===== config.mk =====
export PLATFORM = sky130hd
export DESIGN_NAME = rgb_pwm_driver
export DESIGN_NICKNAME = d
export VERILOG_FILES = /design/src/rtl/rgb_pwm_driver.sv
export SDC_FILE = /design/constraint.sdc
export NUM_CORES = 1
export LEC_CHECK = 0
export ABC_AREA = 1
export CORE_ASPECT_RATIO = 1.1
export CORE_MARGIN = 2
export CORE_UTILIZATION = 47
export CTS_CLUSTER_SIZE = 8
export DETAILED_ROUTE_END_ITERATION = 10
export HOLD_SLACK_MARGIN = 0.02
export SETUP_SLACK_MARGIN = 0.2
export SLEW_MARGIN = 40
export SYNTH_ARGS = -nofsm -noshare
export SYNTH_HDL_FRONTEND = slang
export SYNTH_SLANG_ARGS = --single-unit

===== constraint.sdc =====
create_clock -name clk -period 2.4 [get_ports clk]
set_clock_uncertainty 0.05 [all_clocks]
set_input_delay 0.48 -clock clk [delete_from_list [all_inputs] [get_ports clk]]
set_output_delay 0.48 -clock clk [all_outputs]
set_load 0.02 [all_outputs]

===== src/rtl/rgb_pwm_driver.sv =====
// Three-channel 16-level PWM LED driver with a push-button channel selector.
// Duty updates are staged in shadows and only applied at the PWM period boundary.
module rgb_pwm_driver #(
  parameter int PRESCALE = 1000
) (
  input  logic       clk,
  input  logic       rst,
  input  logic [4:0] level,
  input  logic       sel_btn,
  output logic [1:0] sel,
  output logic       led_r,
  output logic       led_g,
  output logic       led_b
);

  localparam logic [15:0] PRE_MAX = 16'(PRESCALE - 1);
  localparam logic [1:0]  SEL_R   = 2'd0;
  localparam logic [1:0]  SEL_B   = 2'd2;
  localparam logic [1:0]  WARM_DONE = 2'd2;

  logic       btn_meta_q, btn_sync_q, btn_prev_q;
  logic [1:0] warm_q, warm_d;
  logic       armed_q, armed_d;
  logic       adv;

  logic [1:0]  sel_q, sel_d;
  logic [15:0] pre_q, pre_d;
  logic [3:0]  slot_q, slot_d;
  logic        tick;
  logic        boundary;
  logic [3:0]  level_clamped;
  logic [2:0]  led_vec;

  // Edge detection is only armed once the synchroniser has seen the button low
  // after reset, so a button held through reset never produces a step.
  always_comb begin
    warm_d  = (warm_q == WARM_DONE) ? warm_q : warm_q + 2'd1;
    armed_d = armed_q | ((warm_q == WARM_DONE) & ~btn_sync_q);
  end

  assign adv = armed_q & btn_sync_q & ~btn_prev_q;

  always_ff @(posedge clk) begin
    if (rst) begin
      btn_meta_q <= 1'b0;
      btn_sync_q <= 1'b0;
      btn_prev_q <= 1'b0;
      warm_q     <= 2'd0;
      armed_q    <= 1'b0;
    end else begin
      btn_meta_q <= sel_btn;
      btn_sync_q <= btn_meta_q;
      btn_prev_q <= btn_sync_q;
      warm_q     <= warm_d;
      armed_q    <= armed_d;
    end
  end

  always_comb begin
    sel_d = sel_q;
    if (adv) begin
      sel_d = (sel_q == SEL_B) ? SEL_R : sel_q + 2'd1;
    end
  end

  assign tick     = (pre_q == PRE_MAX);
  assign boundary = tick & (slot_q == 4'hF);

  always_comb begin
    pre_d  = tick ? 16'd0 : pre_q + 16'd1;
    slot_d = tick ? slot_q + 4'd1 : slot_q;
  end

  always_ff @(posedge clk) begin
    if (rst) begin
      sel_q  <= SEL_R;
      pre_q  <= 16'd0;
      slot_q <= 4'd0;
    end else begin
      sel_q  <= sel_d;
      pre_q  <= pre_d;
      slot_q <= slot_d;
    end
  end

  assign level_clamped = level[4] ? 4'hF : level[3:0];

  // Shadow loads use the current sel, so a coincident advance still writes the old channel.
  for (genvar gi = 0; gi < 3; gi++) begin : g_chan
    logic [3:0] shadow_q, shadow_d;
    logic [3:0] active_q, active_d;
    logic       led_q, led_d;

    always_comb begin
      shadow_d = (sel_q == 2'(gi)) ? level_clamped : shadow_q;
      active_d = boundary ? shadow_q : active_q;
      led_d    = (slot_q < active_q);
    end

    always_ff @(posedge clk) begin
      if (rst) begin
        shadow_q <= 4'd0;
        active_q <= 4'd0;
        led_q    <= 1'b0;
      end else begin
        shadow_q <= shadow_d;
        active_q <= active_d;
        led_q    <= led_d;
      end
    end

    assign led_vec[gi] = led_q;
  end

  assign sel   = sel_q;
  assign led_r = led_vec[0];
  assign led_g = led_vec[1];
  assign led_b = led_vec[2];

endmodule


# [Word level (Yosys, flattened, before mapping)]
# Cells that the tools add are included.
[totals] register_bits=55 in_bits=8 out_inout_bits=5 elab_cells=40
[classes] add_sub_neg=4 order_cmp=3 n_eq_ne=5 mux=2 bitwise_logic=7 n_reduce_logical=2
[ops] cell="adder 16 x 1 -> 16 bit (second input constant)" n=1
[ops] cell="equality test 16 x 10 -> 1 bit (second input constant)" n=1
[ops] cell="less-than comparator 4 bit" n=3
[ops] cell="adder 2 x 1 -> 2 bit (second input constant)" n=2
[ops] cell="adder 4 x 1 -> 4 bit (second input constant)" n=1
[ops] cell="bitwise AND 1 bit" n=4
[ops] cell="equality test 2 bit (second input constant)" n=2
[ops] cell="equality test 4 bit (second input constant)" n=1
[ops] cell="two-way mux 4 bit" n=1
[ops] cell="equality test 2 x 1 -> 1 bit (second input constant)" n=1
[ops] cell="zero test 2 bit" n=1
[ops] cell="two-way mux 2 bit" n=1
[ops] cell="inverter 1 bit" n=2
[ops] cell="OR reduction 2 bit" n=1
[ops] cell="OR 1 bit" n=1

# [Longest topological paths before layout]
# Gate-level depths: netlist of the first run.
[depth] ltp_word=3 ltp_mapped=10 mapped_depth_nobuf=9

# [Least setup slack after synthesis of the first run]
# Ideal clock, no wire load.
[synth_path] path_type="register to register" from="reg slot_q[1]" to="reg g_chan[0].active_q[0]" setup_time_ns=0.110 arrival_time_ns=1.263 required_time_ns=2.240 path_slack_ns=0.977 stages_incl_launch_ff=8 n_path_buf=1 synth_period_minus_slack_ns=1.423 path_cell_list="dfxtp_1 -> ha_1 -> nand2_1 -> nor2_1 -> buf_2 -> nand4_1 -> nand2_1 -> nor2_1"
[synth_via] elab_chain_cells=2
[synth_lines] element="start, declared" line_no="28" rtl="logic [3:0] slot_q, slot_d;"
[synth_lines] element="start signal, assigned" line_no="82" rtl="slot_q <= slot_d;"
[synth_lines] element="equality test 4 bit" line_no="67" rtl="assign boundary = tick & (slot_q == 4'hF);"
[synth_lines] element="bitwise AND 1 bit" line_no="67"
[synth_lines] element="end signal, assigned" line_no="107" rtl="active_q <= active_d;"
[synth_lines] element="end, declared" line_no="91" rtl="logic [3:0] active_q, active_d;"
# Every way passes these cells.
# A chain may end at the register's enable or synchronous reset.

# [Worst setup path after layout of the first run]
[layout_path] from="reg sel_q[1], in the netlist sel[1]" to="out sel[1]"
[layout_lines] element="start, declared" line_no="26" rtl="logic [1:0] sel_q, sel_d;"
[layout_lines] element="start signal, assigned" line_no="80" rtl="sel_q <= sel_d;"
[layout_lines] element="end, declared" line_no="10" rtl="output logic [1:0] sel,"
# No word-level cell between the ends.

==> results of run 1 <==
-- power breakdown --
| group | leakage [uW] | internal (uW) | switching [uW] | total, uW |
|---|---|---|---|---|
| combinational | 0.000687 | 52.1 | 72.9 | 125 |
| clock | 0.0000515 | 264 | 295 | 560 |
| sequential | 0.000446 | 946 | 13.1 | 959 |
| total | 0.00119 | 1260 | 381 | 1640 |
-- placed cells by master, fill, tap and decap left out, types with 5 or more instances in the layout --
master	count
nand3_1	18
inv_1	65
nand2_1	63
clkdlybuf4s50_1	12
clkbuf_8	7
dfxtp_1	55
buf_4	5
or2_2	5
a21oi_1	30
nor2_1	54
xor2_1	7
nand4_1	17
o21ai_0	23
ha_1	12
-- routing by layer --
layer  vias to the layer above  global-route usage  wire, um
met5                         -                   0         0
met4                         0              0.0526        69
met3                         6              0.0364       140
met2                        26               0.278      2100
met1                       942               0.254      2590
li1                       1193                   -         -
-- metrics by stage --
step / hold WS (ns) / total power, uW / util / instances
after floorplan: 0.338 / 1070 / - / 372
after global placement: 0.339 / 1110 / 0.526 / 455
after detailed placement: 0.352 / 1110 / 0.526 / 455
after CTS: 0.362 / 1670 / 0.544 / 463
after global routing: 0.385 / 1720 / 0.544 / 463
final: 0.357 / 1640 / 0.544 / 463
-- flip-flops by register name, summed over array words and instances, names as in the netlist --
register and cells:
pre_q 16, g_chan.active_q 12, g_chan.shadow_q 12, slot_q 4, sel 2, warm_q 2, armed_q 1, btn_meta_q 1
btn_prev_q 1, btn_sync_q 1, led_b 1, led_g 1, led_r 1
-- worst max-delay path by stage --
stage | from | to | slack (ns) | depth (start not counted)
after floorplan | slot_q[1] | g_chan[0].active_q[0] | 0.98 | 7
after global placement | rst | g_chan[0].shadow_q[3] | 0.74 | 5
after detailed placement | rst | sel[0] | 0.74 | 5
after CTS | sel[0] | sel[0] | 0.53 | 1
after global routing | slot_q[0] | g_chan[2].active_q[3] | 0.49 | 8
final | sel[1] | sel[1] | 0.56 | 1
-- cell families after synthesis --
family / share of synthesized area
adders and majority gates: 0.0570
buffers and inverters: 0.117
DFF: 0.418
xor gates and xnor gates: 0.0233
and+or+nand+nor: 0.285
AOI/OAI and AO/OA: 0.101
-- area by class of cell --
class / instances / area (um2)
sequential: 55 / 1100
clock buffer: 8 / 100
multi-input combinational: 240 / 1230
inverter: 68 / 255
tap: 75 / 93.8
fill: 579 / 2460
timing repair buffer: 17 / 158
==> flow_summary_export.csv, run 1 <==
group,metric,value,unit
run_status,outcome,"completed",
pwr,p_per_area,560,mW/mm2
worst_setup_path,r2r_end,"g_chan[2].active_q[2]",
synth,ys_top_cells_by_area,"dfxtp_1 42%, inv_1 9.3%, nand2_1 9.0%",
die,core-area,0.00540,mm2
sta,period_needed,1.84,ns
clocking,cts_buffers,5,
synth,yosysSeqAreaShare,0.418,
worst_setup_path,worst-path-buf-inv,1,
route,antenna_left,0,
route,wl_per_cell,10.6,um
clocking,cts_root_buffer,"clkbuf_8",
sta,finalSetupViolations,0,
worst_setup_path,slowest_delay,0.62,ns
synth,synth-edff-count,0,
sta,period_share,0.766,
synth,yosysMostFrequentCell,"inv_1",
final_layout,drive_gt1_frac,0.0722,
placed_design,io_buffers,12,
worst_setup_path,timing.critical_path.fanout_max,4,
worst_setup_path,start_kind,"flop",
synth,synth.distinct_cells,21,
route,drc,0,
sta,tightest_slew,0.603,ns
worst_setup_path,arrival,1.31,ns
clocking,cts-htree-levels,2,
clocking,cts.reportedPaths.clkPinSlew,0.09,ns
die,floorplan.initialDensity,0.489,
die,rows,28,
route,routed_wl,4900,um
global_routing,grt_use_total,0.180,
flow_run,cap_violations,0,
worst_setup_path,path_cells,"clkdlybuf4s50_1",
sta,clock.fmax,544,MHz
synth,netlist_area,0.00264,mm2
route,first_iter_violations,99,
die,die_area,0.00623,mm2
sta,drv_slew,0,
sta,hold_violations,0,
placed_design,pre_cts_ws,0.741,ns
worst_setup_path,reg2reg_slack,0.73,ns
worst_setup_path,r2r_cells,8,
die,io_pins,13,
sta,fin_setup_tns,0,ns
clocking,cts_resized,0,
worst_setup_path,crit_required,1.87,ns
route,vias,2167,
pwr,ir_drop,380,uV
clocking,hold_buffers,0,
synth,synth_top_cell_area_share,0.418,
clocking,cts_max_path_buffers,2,
synth,synth_nets,392,
hold_path,hp-class,"flop to flop",
sta,relSlewSlack,0.595,
synth,syn_avg_cell_area,7.09,um2
final_layout,post-route-cell-area,0.00294,mm2
global_routing,grt_pass1_wl,8670,um
synth,ys_warn_count,0,
worst_setup_path,slowest_stage,"clkdlybuf4s50_1",
die,die_w,75.4,um
clocking,cts.sinks,55,
die,die_y,82.6,um
placed_design,gp_congestion,0.754,
placed_design,dpl_cell_area,0.00284,mm2
synth,synth_seq_cells,55,
global_routing,grt_max_degree,30,
synth,synth.top_cells.by_count,"65 x inv_1, 63 x nand2_1, 55 x dfxtp_1, 54 x nor2_1, 30 x a21oi_1",
global_routing,grt.overflow.total,0,
synth,ys.flop_type,"dfxtp_1",
worst_setup_path,end_kind,"primary output",
route,vias_per_cell,4.68,
synth,async_flop_share,0,
final_layout,diodes,0,
hold_path,min_from,"btn_meta_q",
sta,grt_setup_unrepaired,"false",
placed_design,dp.final_hpwl,3730,um
final_layout,syn_to_final_growth,11.3,%
global_routing,grt_antenna_before_repair,0,
worst_setup_path,cp_top_family,"buffers and inverters",
worst_setup_path,crit_type,"flop to primary output",
hold_path,min_to,"btn_sync_q",
hold_path,min_path_cells,2,
clocking,cts_tree,"done",
synth,synth_top_area_cell,"dfxtp_1",
synth,synth_cells,372,
sta,setup_slack,0.561,ns
global_routing,grt_pass1_vias,1900,
worst_setup_path,r2r_start,"slot_q[1]",
pwr,p_leak,0.00119,uW
clocking,post_cts_buffers,0,
final_layout,nets,407,
route,first_pass_iters,4,
clocking,clock_latency,0.31,ns
No activity file was read; power rests on OpenSTA's default activity.
==> run 2, diff against run 1 <==
--- a/config.mk
+++ b/config.mk
@@ -12,6 +12,7 @@
 export CTS_CLUSTER_SIZE = 8
 export DETAILED_ROUTE_END_ITERATION = 10
 export HOLD_SLACK_MARGIN = 0.02
+export PLACE_DENSITY = 0.67
 export SETUP_SLACK_MARGIN = 0.2
 export SLEW_MARGIN = 40
 export SYNTH_ARGS = -nofsm -noshare
==> constraint.sdc (replaced) <==
create_clock -name clk -period 1.6 [get_ports clk]
set_clock_uncertainty 0.05 [all_clocks]
set_input_delay 0.32 -clock clk [delete_from_list [all_inputs] [get_ports clk]]
set_output_delay 0.32 -clock clk [all_outputs]
set_load 0.02 [all_outputs]
==> run 2 against run 1 <==
Effect of this change:
- first-iteration DRC count rose by 16%
- core utilization grew 5.3 points
- sequential power up 50%
- flip-flop and latch count unchanged
- combinational power rose by 65%
- critical endpoint is now pre_q[12]
- largest cell class unchanged
==> flow_summary_export.csv, run 2 (same netlist as run 1, synthesis figures left out) <==
group,metric,value,unit
final_layout,largest_register_ffs,16,
placed_design,gp_congestion,0.797,
final_layout,ff_latch_area,0.00111,mm2
global_routing,grt_antenna_before_repair,0,
global_routing,grt_max_degree,17,
worst_setup_path,reg2reg_slack,0.20,ns
final_layout,top_regs,"pre_q x16, g_chan.active_q x12, g_chan.shadow_q x12",
pwr,p_leak,0.00134,uW
pwr,switching_power,596,uW
global_routing,grt_pass1_vias,2009,
clocking,cts.sinks,55,
worst_setup_path,end_kind,"flop",
placed_design,dp_cells,466,
sta,period_share,0.874,
pwr,pwr-share-seq,0.553,
route,antenna_left,0,
die,die_w,75.4,um
worst_setup_path,slowest_delay,0.37,ns
global_routing,grt.overflow.total,0,
route,first_iter_violations,115,
sta,setup_slack,0.202,ns
sta,finalSetupViolations,0,
pwr,ir_drop,568,uV
route,vias,2319,
worst_setup_path,arrival,1.55,ns
sta,grt_setup_unrepaired,"true",
pwr,combPwrFrac,0.079,
route,drc,0,
clocking,cts-htree-levels,2,
clocking,clock_latency,0.31,ns
run_status,outcome,"completed",
sta,tightest_slew,0.305,ns
worst_setup_path,crit_required,1.75,ns
final_layout,mostFrequentLayoutCells,"58 x inv_1, 53 x nand2_1, 49 x nor2_1, 49 x dfxtp_1, 30 x a21oi_1",
die,floorplan.initialDensity,0.489,
final_layout,final_util,0.597,
final_layout,diodes,0,
die,core-area,0.00540,mm2
clocking,cts_max_path_buffers,2,
hold_path,hp-class,"flop to flop",
route,routed_wl,5510,um
die,rows,28,
pwr,p_per_area,810,mW/mm2
route,vias_per_cell,4.81,
placed_design,pre_cts_ws,0.105,ns
placed_design,io_buffers,12,
worst_setup_path,crit_type,"flop to flop",
global_routing,grt_pass1_wl,8800,um
die,die_y,82.6,um
final_layout,syn_to_final_growth,22.3,%
pwr,switching_share,0.228,
clocking,cts_root_buffer,"clkbuf_8",
sta,relSlewSlack,0.796,
final_layout,layout_commonest_cell,"inv_1",
pwr,power_frac_clock,0.369,
flow_run,cap_violations,0,
clocking,cts.reportedPaths.clkPinSlew,0.10,ns
clocking,cts_tree,"done",
pwr,p_total,2610,uW
sta,drv_slew,0,
final_layout,fillers,538,
pwr,intPower,2020,uW
worst_setup_path,start_kind,"flop",
sta,clock.fmax,715,MHz
placed_design,dp.final_hpwl,3660,um
die,die_area,0.00623,mm2
sta,period_needed,1.40,ns
clocking,cts_buffers,5,
die,io_pins,13,
final_layout,layout.cells.non_filler,482,
final_layout,nets,426,
route,wl_per_cell,11.4,um
sta,hold_violations,0,
route,first_pass_iters,4,
worst_setup_path,path_cells,"ha_4 > buf_6 > nand3_4 > nor2_4 > nand2_2 > nand2_4 > a21oi_1",
global_routing,grt_use_total,0.184,
final_layout,drive_gt1_frac,0.199,
final_layout,top_register,"pre_q",
worst_setup_path,slowest_stage,"dfxtp_2",
worst_setup_path,timing.critical_path.fanout_max,8,
final_layout,multiInputGateArea,0.00136,mm2
sta,fin_setup_tns,0,ns
[run 2: cell types whose count changed in the layout (fill, tap and decap cells not counted), sizes merged]
cell	change
buf	+17
clkdlybuf4s50	-5
dlygate4sd2	+3
bufinv	+1
clkinv	+1
nand2	+1
nand3	+1
[run 2: power groups by stage]
stage          registers, uW  clock network (uW)  logic, uW
2_1_floorplan           1470                   0        138
3_3_place_gp            1470                   0        187
3_5_place_dp            1470                   0        194
4_1_cts                 1440                 982        195
5_1_grt                 1450                1030        235
6_report                1440                 963        206
[run 2: routing by layer]
metal / GRT usage / share of wire / wire (um) / up-vias
met2: 0.305 / 0.47 / 2590 / 39
met5: 0 / 0 / 0 / -
met1: 0.238 / 0.47 / 2610 / 1028
li1: - / - / - / 1241
met3: 0.0364 / 0.035 / 193 / 11
met4: 0.0579 / 0.020 / 108 / 0
[run 2: what timing repair did]
action / CTS / global route
hold buffers: 0 / 0
endpoints found under the hold margin: 0 / 0
gates resized for setup: 10 / 49
pin swaps: 3 / 27
setup buffers: 3 / 2
endpoints found under the setup margin: 33 / 34
gates cloned: 1 / 2
[run 2: per-stage QoR]
stage	area, um2	hold slack [ns]
after detailed placement	2920	0.357
after global placement	2920	0.349
after global routing	3220	0.406
final	3220	0.369
after CTS	3090	0.373
after floorplan	2640	0.338
[run 2: critical path, delay by kind of cell, from the launching register on]
family                     cells  cell delay (ns)
buffers and inverters          1             0.11
AOI/OAI and AO/OA              1             0.06
and+or+nand+nor                4             0.54
adders and majority gates      1             0.16
DFF                            1             0.37
[run 2: final cells by class]
type                    instances  area share
clock buffers                   6      0.0256
multi-input cells             242       0.422
well taps                      75      0.0291
repair buffers                 34      0.0889
clock inverters                 2      0.0109
flip-flops and latches         55       0.344
inverters                      68      0.0800
[run 2: path summary, 6_finish.rpt]
path                            startpoint    endpoint  cells after the start
worst min-delay path            btn_meta_q  btn_sync_q                      2
worst min register to register  btn_meta_q  btn_sync_q                      2
worst max register to register    pre_q[1]   pre_q[12]                      7
worst max-delay path              pre_q[1]   pre_q[12]                      7
==> run 3, diff against run 2 <==
--- a/config.mk
+++ b/config.mk
@@ -13,7 +13,6 @@
 export DETAILED_ROUTE_END_ITERATION = 10
 export HOLD_SLACK_MARGIN = 0.02
 export PLACE_DENSITY = 0.67
-export SETUP_SLACK_MARGIN = 0.2
 export SLEW_MARGIN = 40
 export SYNTH_ARGS = -nofsm -noshare
 export SYNTH_HDL_FRONTEND = slang
==> run 3 against run 2 <==
Effect of this change:
- first-iteration DRC count shrank 1.7%
- fmax shrank 2.2%
- die area is the same
- clock power shrank 22%
- global-route usage shrank 1.5 points
- routed wire length shrank 13%
- count of clock-buffer cells in the layout is the same
- critical path type unchanged
- largest cell class unchanged
- highest routed layer unchanged
==> flow_summary_export.csv, run 3 (same netlist as run 1, synthesis figures left out) <==
group,metric,value,unit
run_status,outcome,"completed",
route,top_layer,"met4",
route,vias_per_cell,4.67,
hold_path,hp-class,"flop to flop",
route,wirelength_met1,2500,um
clocking,hold_buffers,0,
sta,tightest_slew,0.330,ns
worst_setup_path,worst-path-buf-inv,2,
route,first_iter_violations,113,
sta,finalSetupViolations,0,
sta,fin_setup_tns,0,ns
sta,hold_violations,0,
clocking,cts_tree,"done",
final_layout,mostFrequentLayoutCells,"65 x inv_1, 63 x nand2_1, 54 x dfxtp_1",
clocking,cts_buffers,5,
placed_design,dp.final_hpwl,3600,um
die,die_w,75.4,um
final_layout,syn_to_final_growth,14.9,%
worst_setup_path,timing.critical_path.fanout_max,6,
clocking,cts.reportedPaths.clkPinSlew,0.10,ns
pwr,ir_drop,475,uV
worst_setup_path,cp_top_family,"simple AND/OR/NAND/NOR gates",
sta,clock.fmax,699,MHz
pwr,p_leak,0.00129,uW
global_routing,grt_pass1_vias,1941,
final_layout,fillers,545,
route,antenna_left,0,
placed_design,io_buffers,12,
route,wl_per_cell,10.1,um
final_layout,largest_register_ffs,16,
global_routing,grt_max_degree,17,
final_layout,top_regs,"pre_q x16, g_chan.active_q x12, g_chan.shadow_q x12",
worst_setup_path,start_kind,"flop",
global_routing,grt_pass1_wl,8260,um
final_layout,top_register,"pre_q",
flow_run,cap_violations,0,
sta,setup_slack,0.170,ns
global_routing,grt.overflow.total,0,
clocking,cts_root_buffer,"clkbuf_8",
global_routing,grt_use_total,0.169,
route,dr_wl_met3,124,um
placed_design,gp_congestion,0.781,
route,first_pass_iters,4,
clocking,cts-htree-levels,2,
pwr,p_per_area,785,mW/mm2
die,floorplan.initialDensity,0.489,
die,io_pins,13,
final_layout,nets,417,
clocking,cts.sinks,55,
sta,relSlewSlack,0.779,
clocking,clock_latency,0.30,ns
clocking,cts_max_path_buffers,2,
placed_design,pre_cts_ws,0.0712,ns
sta,drv_slew,0,
route,drc,0,
worst_setup_path,arrival,1.63,ns
route,vias,2211,
die,core-area,0.00540,mm2
worst_setup_path,slowest_stage,"dfxtp_2",
final_layout,diodes,0,
sta,period_share,0.894,
final_layout,drive_gt1_frac,0.103,
worst_setup_path,end_kind,"flop",
worst_setup_path,slowest_delay,0.35,ns
worst_setup_path,crit_type,"flop to flop",
die,die_area,0.00623,mm2
worst_setup_path,path_cells,"ha_2 > nand2_1 > inv_2 > nand2_2 > nor2_4 > nand3_4 > nand2_1 > inv_1 > nor2_1",
worst_setup_path,cpMostUsedCell,"nand2_1",
route,dr_wl_met2,2100,um
final_layout,multiInputGateArea,0.00126,mm2
sta,period_needed,1.43,ns
final_layout,layout_commonest_cell,"inv_1",
final_layout,ff_latch_area,0.00110,mm2
die,die_y,82.6,um
route,routed_wl,4790,um
die,rows,28,
global_routing,grt_antenna_before_repair,0,
worst_setup_path,crit_required,1.80,ns
sta,grt_setup_unrepaired,"false",
-- run 3: cell count changes in the layout (fill, tap and decap cells not counted), moves of 3 or more --
cell / delta
nand2_2: -7
inv_2: -6
dfxtp_2: -5
o21ai_1: -3
inv_1: +7
dlymetal6s2s_1: +3
nand2_4: -4
dfxtp_1: +5
nand2_1: +10
buf_6: -4
buf_4: -4
o21ai_0: +3
nor2_1: +4
-- run 3: metal layers --
metal  track usage  vias up
met2         0.273       24
met1         0.230      961
li1              -     1218
met4        0.0456        0
met3        0.0328        8
met5             0        -
-- run 3: area by class of cell --
cell class              instances  share of cell area
well taps                      75              0.0310
repair buffers                 26              0.0760
multi-input cells             241               0.417
flip-flops and latches         55               0.364
clock buffers                   6              0.0240
clock inverters                 2             0.00413
inverters                      68              0.0843
-- run 3: final timing paths --
check	startpoint	to	slack, ns	cells after the start
hold / removal	btn_meta_q	btn_sync_q	0.36	2
setup reg to reg	pre_q[0]	g_chan[2].active_q[3]	0.17	9
hold reg to reg	btn_meta_q	btn_sync_q	0.36	2
setup / recovery	pre_q[0]	g_chan[2].active_q[3]	0.17	9
-- run 3: timing repair --
| item | in CTS | in global routing |
|---|---|---|
| setup buffers | 0 | 0 |
| cloned | 0 | 1 |
| pin swaps | 0 | 1 |
| setup endpoints to repair | 2 | 15 |
| gates resized for setup | 2 | 9 |
-- run 3: worst min-delay path, delay by kind of cell, from the launching register on --
| family | cells | cell delay [ns] |
|---|---|---|
| buffers and inverters | 1 | 0.04 |
| DFF | 1 | 0.31 |
| and+or+nand+nor | 1 | 0.03 |
-- run 3: where the power goes --
group | switching [uW] | total [uW] | internal [uW]
combinational | 109 | 187 | 78.9
clock | 443 | 750 | 307
sequential | 18.7 | 1440 | 1420
total | 570 | 2380 | 1810
-- run 3: metrics by stage --
step	util	cell area (um2)	std cells	hold slack [ns]	total power, uW
finish	0.561	3030	473	0.361	2380
global route	0.561	3030	473	0.388	2490
CTS	0.553	2990	472	0.367	2400
detailed placement	0.538	2900	464	0.351	1660
global placement	0.538	2900	464	0.350	1650
floorplan	-	2640	372	0.338	1610
